--- src/rtl/ifu_seq_if.sv ---
// ----------------------------------------------------------------------------
// ifu_seq_if -- instruction-memory request/acknowledge bus.
//
//   imem_req    fetch request, held high until imem_ack
//   imem_addr   fetch address, valid while imem_req is high
//   imem_rdata  instruction word, valid with imem_ack
//   imem_ack    one-cycle acknowledge from instruction memory
//
// Modports: master = fetch unit, slave = instruction memory.
// ----------------------------------------------------------------------------
interface ifu_seq_if;
    logic        imem_req;
    logic [31:0] imem_addr;
    logic [31:0] imem_rdata;
    logic        imem_ack;

    modport master (
        output imem_req,
        output imem_addr,
        input  imem_rdata,
        input  imem_ack
    );

    modport slave (
        input  imem_req,
        input  imem_addr,
        output imem_rdata,
        output imem_ack
    );
endinterface

--- src/rtl/ifu_seq.sv ---
// ----------------------------------------------------------------------------
// ifu_seq -- instruction fetch sequencer.
//
// Holds the architectural PC, fetches one instruction at a time over a
// request/acknowledge memory bus, presents it to decode and, when the control
// path signals commit, computes the next PC from the 3-bit next-PC select.
//
// Ports:
//   clk, rst_n    clock (rising edge), asynchronous active-low reset
//   npc_sel       000 seq, 001 beq, 010 jal, 011 j, 100 jr, others seq
//   zero          ALU equality result, qualifies beq
//   imm16         branch offset field of the current instruction
//   target26      jump index field of the current instruction
//   rs_data       register rs value, jr target
//   commit        current instruction done; sample npc inputs and advance
//   imem          instruction-memory bus (ifu_seq_if.master)
//   instr         registered instruction for decode
//   instr_valid   instr holds the instruction at pc
//   pc            address of the current instruction
//   pc_plus4      pc+4, combinational; JAL link value
//   fault         misaligned jr flag (tied 0 unless IFU_ALIGN_CHECK_EN)
//
// Build option: define IFU_ALIGN_CHECK_EN to redirect a misaligned jr to
// TRAP_PC and raise fault until the next commit.
// ----------------------------------------------------------------------------
module ifu_seq #(
    parameter logic [31:0] RESET_PC = 32'h0000_3000,
    parameter logic [31:0] TRAP_PC  = 32'h0000_4180
) (
    input  logic              clk,
    input  logic              rst_n,
    input  logic [2:0]        npc_sel,
    input  logic              zero,
    input  logic [15:0]       imm16,
    input  logic [25:0]       target26,
    input  logic [31:0]       rs_data,
    input  logic              commit,
    ifu_seq_if.master         imem,
    output logic [31:0]       instr,
    output logic              instr_valid,
    output logic [31:0]       pc,
    output logic [31:0]       pc_plus4,
    output logic              fault
);

    typedef enum logic [1:0] {
        FETCH = 2'd0,
        WAIT  = 2'd1,
        HOLD  = 2'd2
    } fetchState_t;

    fetchState_t state, nextState;

    logic        takeAck;
    logic        takeCommit;
    logic [31:0] branchOffset;
    logic [31:0] npc;
    logic [31:0] npcFinal;

    // An ack counts only while a request is outstanding; commit only once the
    // instruction is held, so a same-cycle commit in WAIT is dropped.
    assign takeAck    = (state != HOLD) && imem.imem_ack;
    assign takeCommit = (state == HOLD) && commit;

    assign pc_plus4     = pc + 32'd4;
    assign branchOffset = {{14{imm16[15]}}, imm16, 2'b00};

    // ---------------- state register ----------------
    // NOTE: clocked state uses non-blocking assignments so every flop samples
    // pre-edge values regardless of process ordering.
    always_ff @(posedge clk or negedge rst_n) begin
        if (!rst_n) state <= FETCH;
        else        state <= nextState;
    end

    // ---------------- next-state logic ----------------
    // NOTE: the default assignment ahead of the case keeps this block purely
    // combinational; a path that leaves nextState unassigned would infer a latch.
    always_comb begin
        nextState = state;
        unique case (state)
            FETCH:   nextState = takeAck ? HOLD : WAIT;
            WAIT:    if (takeAck) nextState = HOLD;
            HOLD:    if (takeCommit) nextState = FETCH;
            default: nextState = FETCH;
        endcase
    end

    // ---------------- output logic ----------------
    // The request is gated by rst_n so it drops immediately when reset is
    // asserted, abandoning any outstanding fetch.
    always_comb begin
        imem.imem_req  = rst_n && (state != HOLD);
        imem.imem_addr = pc;
    end

    // ---------------- next-PC selection ----------------
    always_comb begin
        npc = pc_plus4;
        case (npc_sel)
            3'b001:         npc = zero ? (pc_plus4 + branchOffset) : pc_plus4;
            3'b010, 3'b011: npc = {pc_plus4[31:28], target26, 2'b00};
            3'b100:         npc = rs_data;
            default:        npc = pc_plus4;
        endcase
    end

`ifdef IFU_ALIGN_CHECK_EN
    logic misalignJr;

    // Only jr can produce an unaligned target; all other sources are
    // word-aligned by construction.
    assign misalignJr = (npc_sel == 3'b100) && (rs_data[1:0] != 2'b00);
    assign npcFinal   = misalignJr ? TRAP_PC : npc;

    always_ff @(posedge clk or negedge rst_n) begin
        if (!rst_n)          fault <= 1'b0;
        else if (takeCommit) fault <= misalignJr;
    end
`else
    logic unusedTrapPc;

    assign unusedTrapPc = ^TRAP_PC;
    assign npcFinal     = npc;
    assign fault        = 1'b0;
`endif

    // ---------------- PC and instruction registers ----------------
    always_ff @(posedge clk or negedge rst_n) begin
        if (!rst_n) begin
            pc          <= RESET_PC;
            instr       <= '0;
            instr_valid <= 1'b0;
        end else begin
            if (takeAck) begin
                instr       <= imem.imem_rdata;
                instr_valid <= 1'b1;
            end
            if (takeCommit) begin
                pc          <= npcFinal;
                instr_valid <= 1'b0;
            end
        end
    end

endmodule

--- src/flat_wrapper.sv ---
// flat-port wrapper written by rule: the top's interface ports become plain ports
module ifu_seq_flat 
#(
    parameter logic [31:0] RESET_PC = 32'h0000_3000,
    parameter logic [31:0] TRAP_PC  = 32'h0000_4180
)
  (clk, rst_n, npc_sel, zero, imm16, target26, rs_data, commit, instr, instr_valid, pc, pc_plus4, fault, imem_imem_req, imem_imem_addr, imem_imem_rdata, imem_imem_ack);
  ifu_seq_if imem_i ();
  input  logic clk;
  input  logic rst_n;
  input  logic [2:0] npc_sel;
  input  logic zero;
  input  logic [15:0] imm16;
  input  logic [25:0] target26;
  input  logic [31:0] rs_data;
  input  logic commit;
  output logic [31:0] instr;
  output logic instr_valid;
  output logic [31:0] pc;
  output logic [31:0] pc_plus4;
  output logic fault;
  output wire logic [$bits(imem_i.imem_req)-1:0] imem_imem_req;
  output wire logic [$bits(imem_i.imem_addr)-1:0] imem_imem_addr;
  input wire logic [$bits(imem_i.imem_rdata)-1:0] imem_imem_rdata;
  input wire logic [$bits(imem_i.imem_ack)-1:0] imem_imem_ack;
  assign imem_imem_req = imem_i.imem_req;
  assign imem_imem_addr = imem_i.imem_addr;
  assign imem_i.imem_rdata = imem_imem_rdata;
  assign imem_i.imem_ack = imem_imem_ack;
  ifu_seq #(.RESET_PC(RESET_PC), .TRAP_PC(TRAP_PC)) u_core (.clk(clk), .rst_n(rst_n), .npc_sel(npc_sel), .zero(zero), .imm16(imm16), .target26(target26), .rs_data(rs_data), .commit(commit), .imem(imem_i), .instr(instr), .instr_valid(instr_valid), .pc(pc), .pc_plus4(pc_plus4), .fault(fault));
endmodule
--- config.mk ---
export PLATFORM = sky130hd
export DESIGN_NAME = ifu_seq_flat
export DESIGN_NICKNAME = d
export VERILOG_FILES = /design/src/rtl/ifu_seq_if.sv /design/src/rtl/ifu_seq.sv /design/src/flat_wrapper.sv
export SDC_FILE = /design/constraint.sdc
export NUM_CORES = 1
export LEC_CHECK = 0
export ABC_CLOCK_PERIOD_IN_PS = 4350
export BUFFER_PORTS_ARGS = -buffer_cell sky130_fd_sc_hd__buf_2
export CORE_MARGIN = 5
export CORE_UTILIZATION = 45
export CTS_CLUSTER_DIAMETER = 60
export DETAILED_ROUTE_END_ITERATION = 10
export HOLD_SLACK_MARGIN = 0.06
export PLACE_DENSITY = 0.86
export SYNTH_ARGS = -nofsm -noshare
export SYNTH_HDL_FRONTEND = slang
export SYNTH_SLANG_ARGS = --single-unit
--- constraint.sdc ---
create_clock -name clk -period 4.35 [get_ports clk]
set_input_delay 0.435 -clock clk [delete_from_list [all_inputs] [get_ports clk]]
set_output_delay 0.435 -clock clk [all_outputs]
set_load 0.01 [all_outputs]
==> flow_metrics.py <==
metrics = {
    "logic_synthesis": {
        "synth_area_per_cell_um2": 8.96,
        "ys_ff_latch": 67,
        "syn_nets": 794,
        "ys_seq_area_share_pct": 29.1,
        "synth_edf_count": 0,
        "synth_warnings": 0,
        "ys.flop_type": "dfrtp_1",
        "synth_async_sr_flop_share_pct": 100,
        "synth_top_area_share_pct": 28.2,
        "syn_inst": 644,
        "synthDistinctLibCells": 79,
        "yosys.area.top_type": "dfrtp_1",
        "yosys-top-cells-area": "dfrtp_1 28%, ha_1 7.6%, mux2_2 6.4%",
        "syn_area_um2": 5770,
    },
    "detailed_routing": {
        "wirelength_mm": 20.0,
        "vias_per_cell": 5.77,
        "detail-route-antenna-nets": 0,
        "drt_iter0_drc": 451,
        "drc": 0,
        "drt_first_pass_iters": 5,
        "routedWlPerCell_um": 19.6,
        "dr_total_vias": 5878,
    },
    "power": {
        "power_switching_mw": 2.47,
        "ir_worst_vdd_mv": 0.486,
        "power_density_nw_per_um2": 705,
        "swShare_pct": 48.9,
        "totalPowerFinal_mw": 5.05,
        "pwr-share-comb_pct": 63.4,
        "p_int_mw": 2.58,
        "seqPwrFrac_pct": 22.0,
        "power_leakage_nw": 3.35,
        "power.share.clock_pct": 14.7,
    },
    "final_layout": {
        "nNetsFinal": 992,
        "syn2layout_area_growth_pct": 24.1,
        "drive_above_1_share_pct": 39.2,
        "nFillCells": 1121,
        "n_antenna_cell": 0,
    },
    "critical_path": {
        "crit_required_ps": 4560,
        "path_class": "reg -> reg",
        "critPathTopFamily": "simple AND/OR/NAND/NOR gates",
        "cp-end-kind": "flip-flop",
        "cp_max_fo": 7,
        "cp_slowest_cell": "dfrtp_1",
        "critPathMaxStageDelay_ps": 450,
        "cp.arrival_ps": 4170,
        "worstPathCellList": "and3_1 -> and3_1 -> nand3_1 -> nor2_1 -> nand2_1 -> xnor2_1 -> ha_1 -> and4_1 -> o2111ai_1 -> a2bb2oi_1 -> a21oi_1 -> a21boi_0 -> xnor2_1 -> a221oi_1 -> nor2_1",
        "cp.buffers_inverters": 0,
        "cp-start-kind": "flip-flop",
        "critPathLaunch": "u_core.imem.imem_addr[4]",
        "r2r_start": "u_core.imem.imem_addr[4]",
    },
    "min_path": {
        "hold_path.class": "in -> reg",
        "holdCritStartpoint": "imem_imem_ack",
    },
    "sta": {
        "report.final.slew_viol_count": 0,
        "hold_viol": 0,
        "finalSetupTns_ps": 0,
        "period_needed_ps": 3960,
        "fmax_ghz": 0.252,
        "finalCritPeriodShare_pct": 91.1,
        "setup_viol": 0,
        "skew_ps": 8.12,
        "slew_headroom_pct": 41.0,
        "rsz0062_at_grt": "no",
        "worstMarginPinSlew_ps": 885,
    },
    "cts": {
        "post_cts_resized": 0,
        "clkTransAtPathRegs_ps": 60,
        "cts_buffer_depth": 2,
        "post_cts_buffers": 0,
        "root_buffer": "clkbuf_16",
        "cts_sinks": 67,
        "cts_buffers": 9,
        "clock_latency_ps": 330,
        "cts_tree": "done",
        "htreeDepth": 3,
        "holdBufCountCts": 0,
    },
    "global_routing": {
        "grt_pass1_wl_mm": 30.0,
        "antenna_found_initial": 0,
        "first_global_vias": 5787,
        "grt_max_degree": 68,
        "grt_usage_pct": 25.4,
        "grt.overflow.total": 0,
    },
    "die": {
        "boundaryPins": 245,
        "core_um2": 12600,
        "die_h_um": 123,
        "rows": 41,
        "dieArea_um2": 15200,
        "dieWidth_um": 123,
        "start_util_pct": 45.9,
    },
    "status": {
        "status": "complete, no violations",
    },
    "placement": {
        "io_buffers": 243,
        "dp_hpwl_mm": 15.5,
        "place_congestion": 0.969,
    },
    "flow_run": {
        "cap_violations": 0,
    },
}
worst register-to-register path, stage by stage, from the launching register on:
cell and delay (ps):
dfrtp_1 450, and3_1 310, and3_1 350, nand3_1 180
nor2_1 160, nand2_1 90, xnor2_1 320, ha_1 320
and4_1 240, o2111ai_1 120, a2bb2oi_1 320, a21oi_1 180
a21boi_0 240, xnor2_1 100, a221oi_1 410, nor2_1 70
area by class of cell:
| class | count | area, µm² | share of cell area, % |
|---|---|---|---|
| Tap cell | 172 | 215 | 3.01 |
| Multi-Input combinational cell | 499 | 3650 | 51.0 |
| Timing Repair Buffer | 249 | 1260 | 17.6 |
| Clock buffer | 11 | 243 | 3.39 |
| Sequential cell | 67 | 1680 | 23.5 |
| Inverter | 16 | 60.1 | 0.839 |
| Clock inverter | 4 | 51.3 | 0.717 |
routing by layer:
metal	part of all wire, %	routed length, µm	GRT usage [%]
met3	9.0	1800	5.31
met2	48	9640	41.9
met1	38	7660	31.3
met4	4.5	893	13.0
met5	0	0	0
path summary, 6_finish.rpt:
check                                             to  slack [ps]  cells after the start
setup / recovery           u_core.imem.imem_addr[25]         390                     15
hold / removal                       u_core.state[0]         300                      2
setup reg to reg           u_core.imem.imem_addr[25]         390                     15
hold reg to reg                      u_core.state[0]         460                      1
max in group asynchronous  u_core.imem.imem_addr[23]        3450                      2
min in group asynchronous           u_core.instr[26]         340                      2
Yosys cell counts, types with 3 or more instances:
cell / n
nor2_1: 69
dfrtp_1: 65
a21oi_1: 49
nand2_1: 48
buf_4: 37
ha_1: 35
mux2_2: 33
xnor2_1: 32
o21ai_0: 24
a221oi_1: 21
nand3_1: 19
xor2_1: 18
clkbuf_1: 16
inv_1: 16
a221o_1: 12
and3_1: 11
nand4_1: 10
a21o_1: 9
nor3_1: 8
o21a_1: 7
nand2b_1: 5
o21bai_1: 5
a22oi_1: 4
buf_1: 4
a21oi_2: 3
and2_1: 3
mux2i_1: 3
nor3_2: 3
o2111ai_1: 3
o21ai_2: 3
o22ai_1: 3
state kept, by name, indices dropped and copies added (netlist names):
signal,count
u_core.instr_valid,1
u_core.imem.imem_addr,32
u_core.instr,32
u_core.state,2
power groups by stage:
| stage | sequential (mW) | combinational [mW] | clock (mW) |
|---|---|---|---|
| 3_3_place_gp | 1.09 | 3.09 | 0 |
| 5_1_grt | 1.15 | 3.46 | 0.776 |
| 6_report | 1.11 | 3.20 | 0.740 |
| 3_5_place_dp | 1.11 | 3.13 | 0 |
| 2_1_floorplan | 1.14 | 2.24 | 0 |
| 4_1_cts | 1.10 | 3.16 | 0.750 |
stage by stage:
step | setup slack (ps) | hold WS [ps] | std cells | utilization, % | cell area [µm²]
after floorplan | 882 | 139 | 644 | - | 5770
after CTS | 501 | 286 | 1018 | 57.0 | 7160
after detailed placement | 545 | 452 | 1003 | 54.6 | 6870
after global placement | 680 | 441 | 1003 | 54.6 | 6870
final | 385 | 295 | 1018 | 57.0 | 7160
after global routing | 201 | 306 | 1018 | 57.0 | 7160
placed cells by master, fill, tap and decap left out, types with 11 or more instances in the layout:
cell type / synthesis / layout
nand2_1: 48 / 48
xnor2_1: 32 / 32
mux2_2: 33 / 33
nor2_1: 69 / 68
inv_1: 16 / 16
a21oi_1: 49 / 49
nand3_1: 19 / 19
a221oi_1: 21 / 21
xor2_1: 18 / 18
buf_2: 2 / 243
and3_1: 11 / 11
a221o_1: 12 / 12
ha_1: 35 / 35
o21ai_0: 24 / 24
dfrtp_1: 65 / 65
cell families after synthesis:
group | count (synthesis) | share of synthesized area (%)
XOR/XNOR | 50 | 7.59
buffers and inverters | 78 | 7.70
multiplexers | 36 | 6.96
other | 1 | 0.0650
AND/OR/NAND/NOR | 195 | 16.6
flip-flops | 67 | 29.1
AO/OA/AOI/OAI | 181 | 24.0
adder cells (fa/ha/maj) | 36 | 7.94
Note: power is estimated with default switching activity, not from simulation.
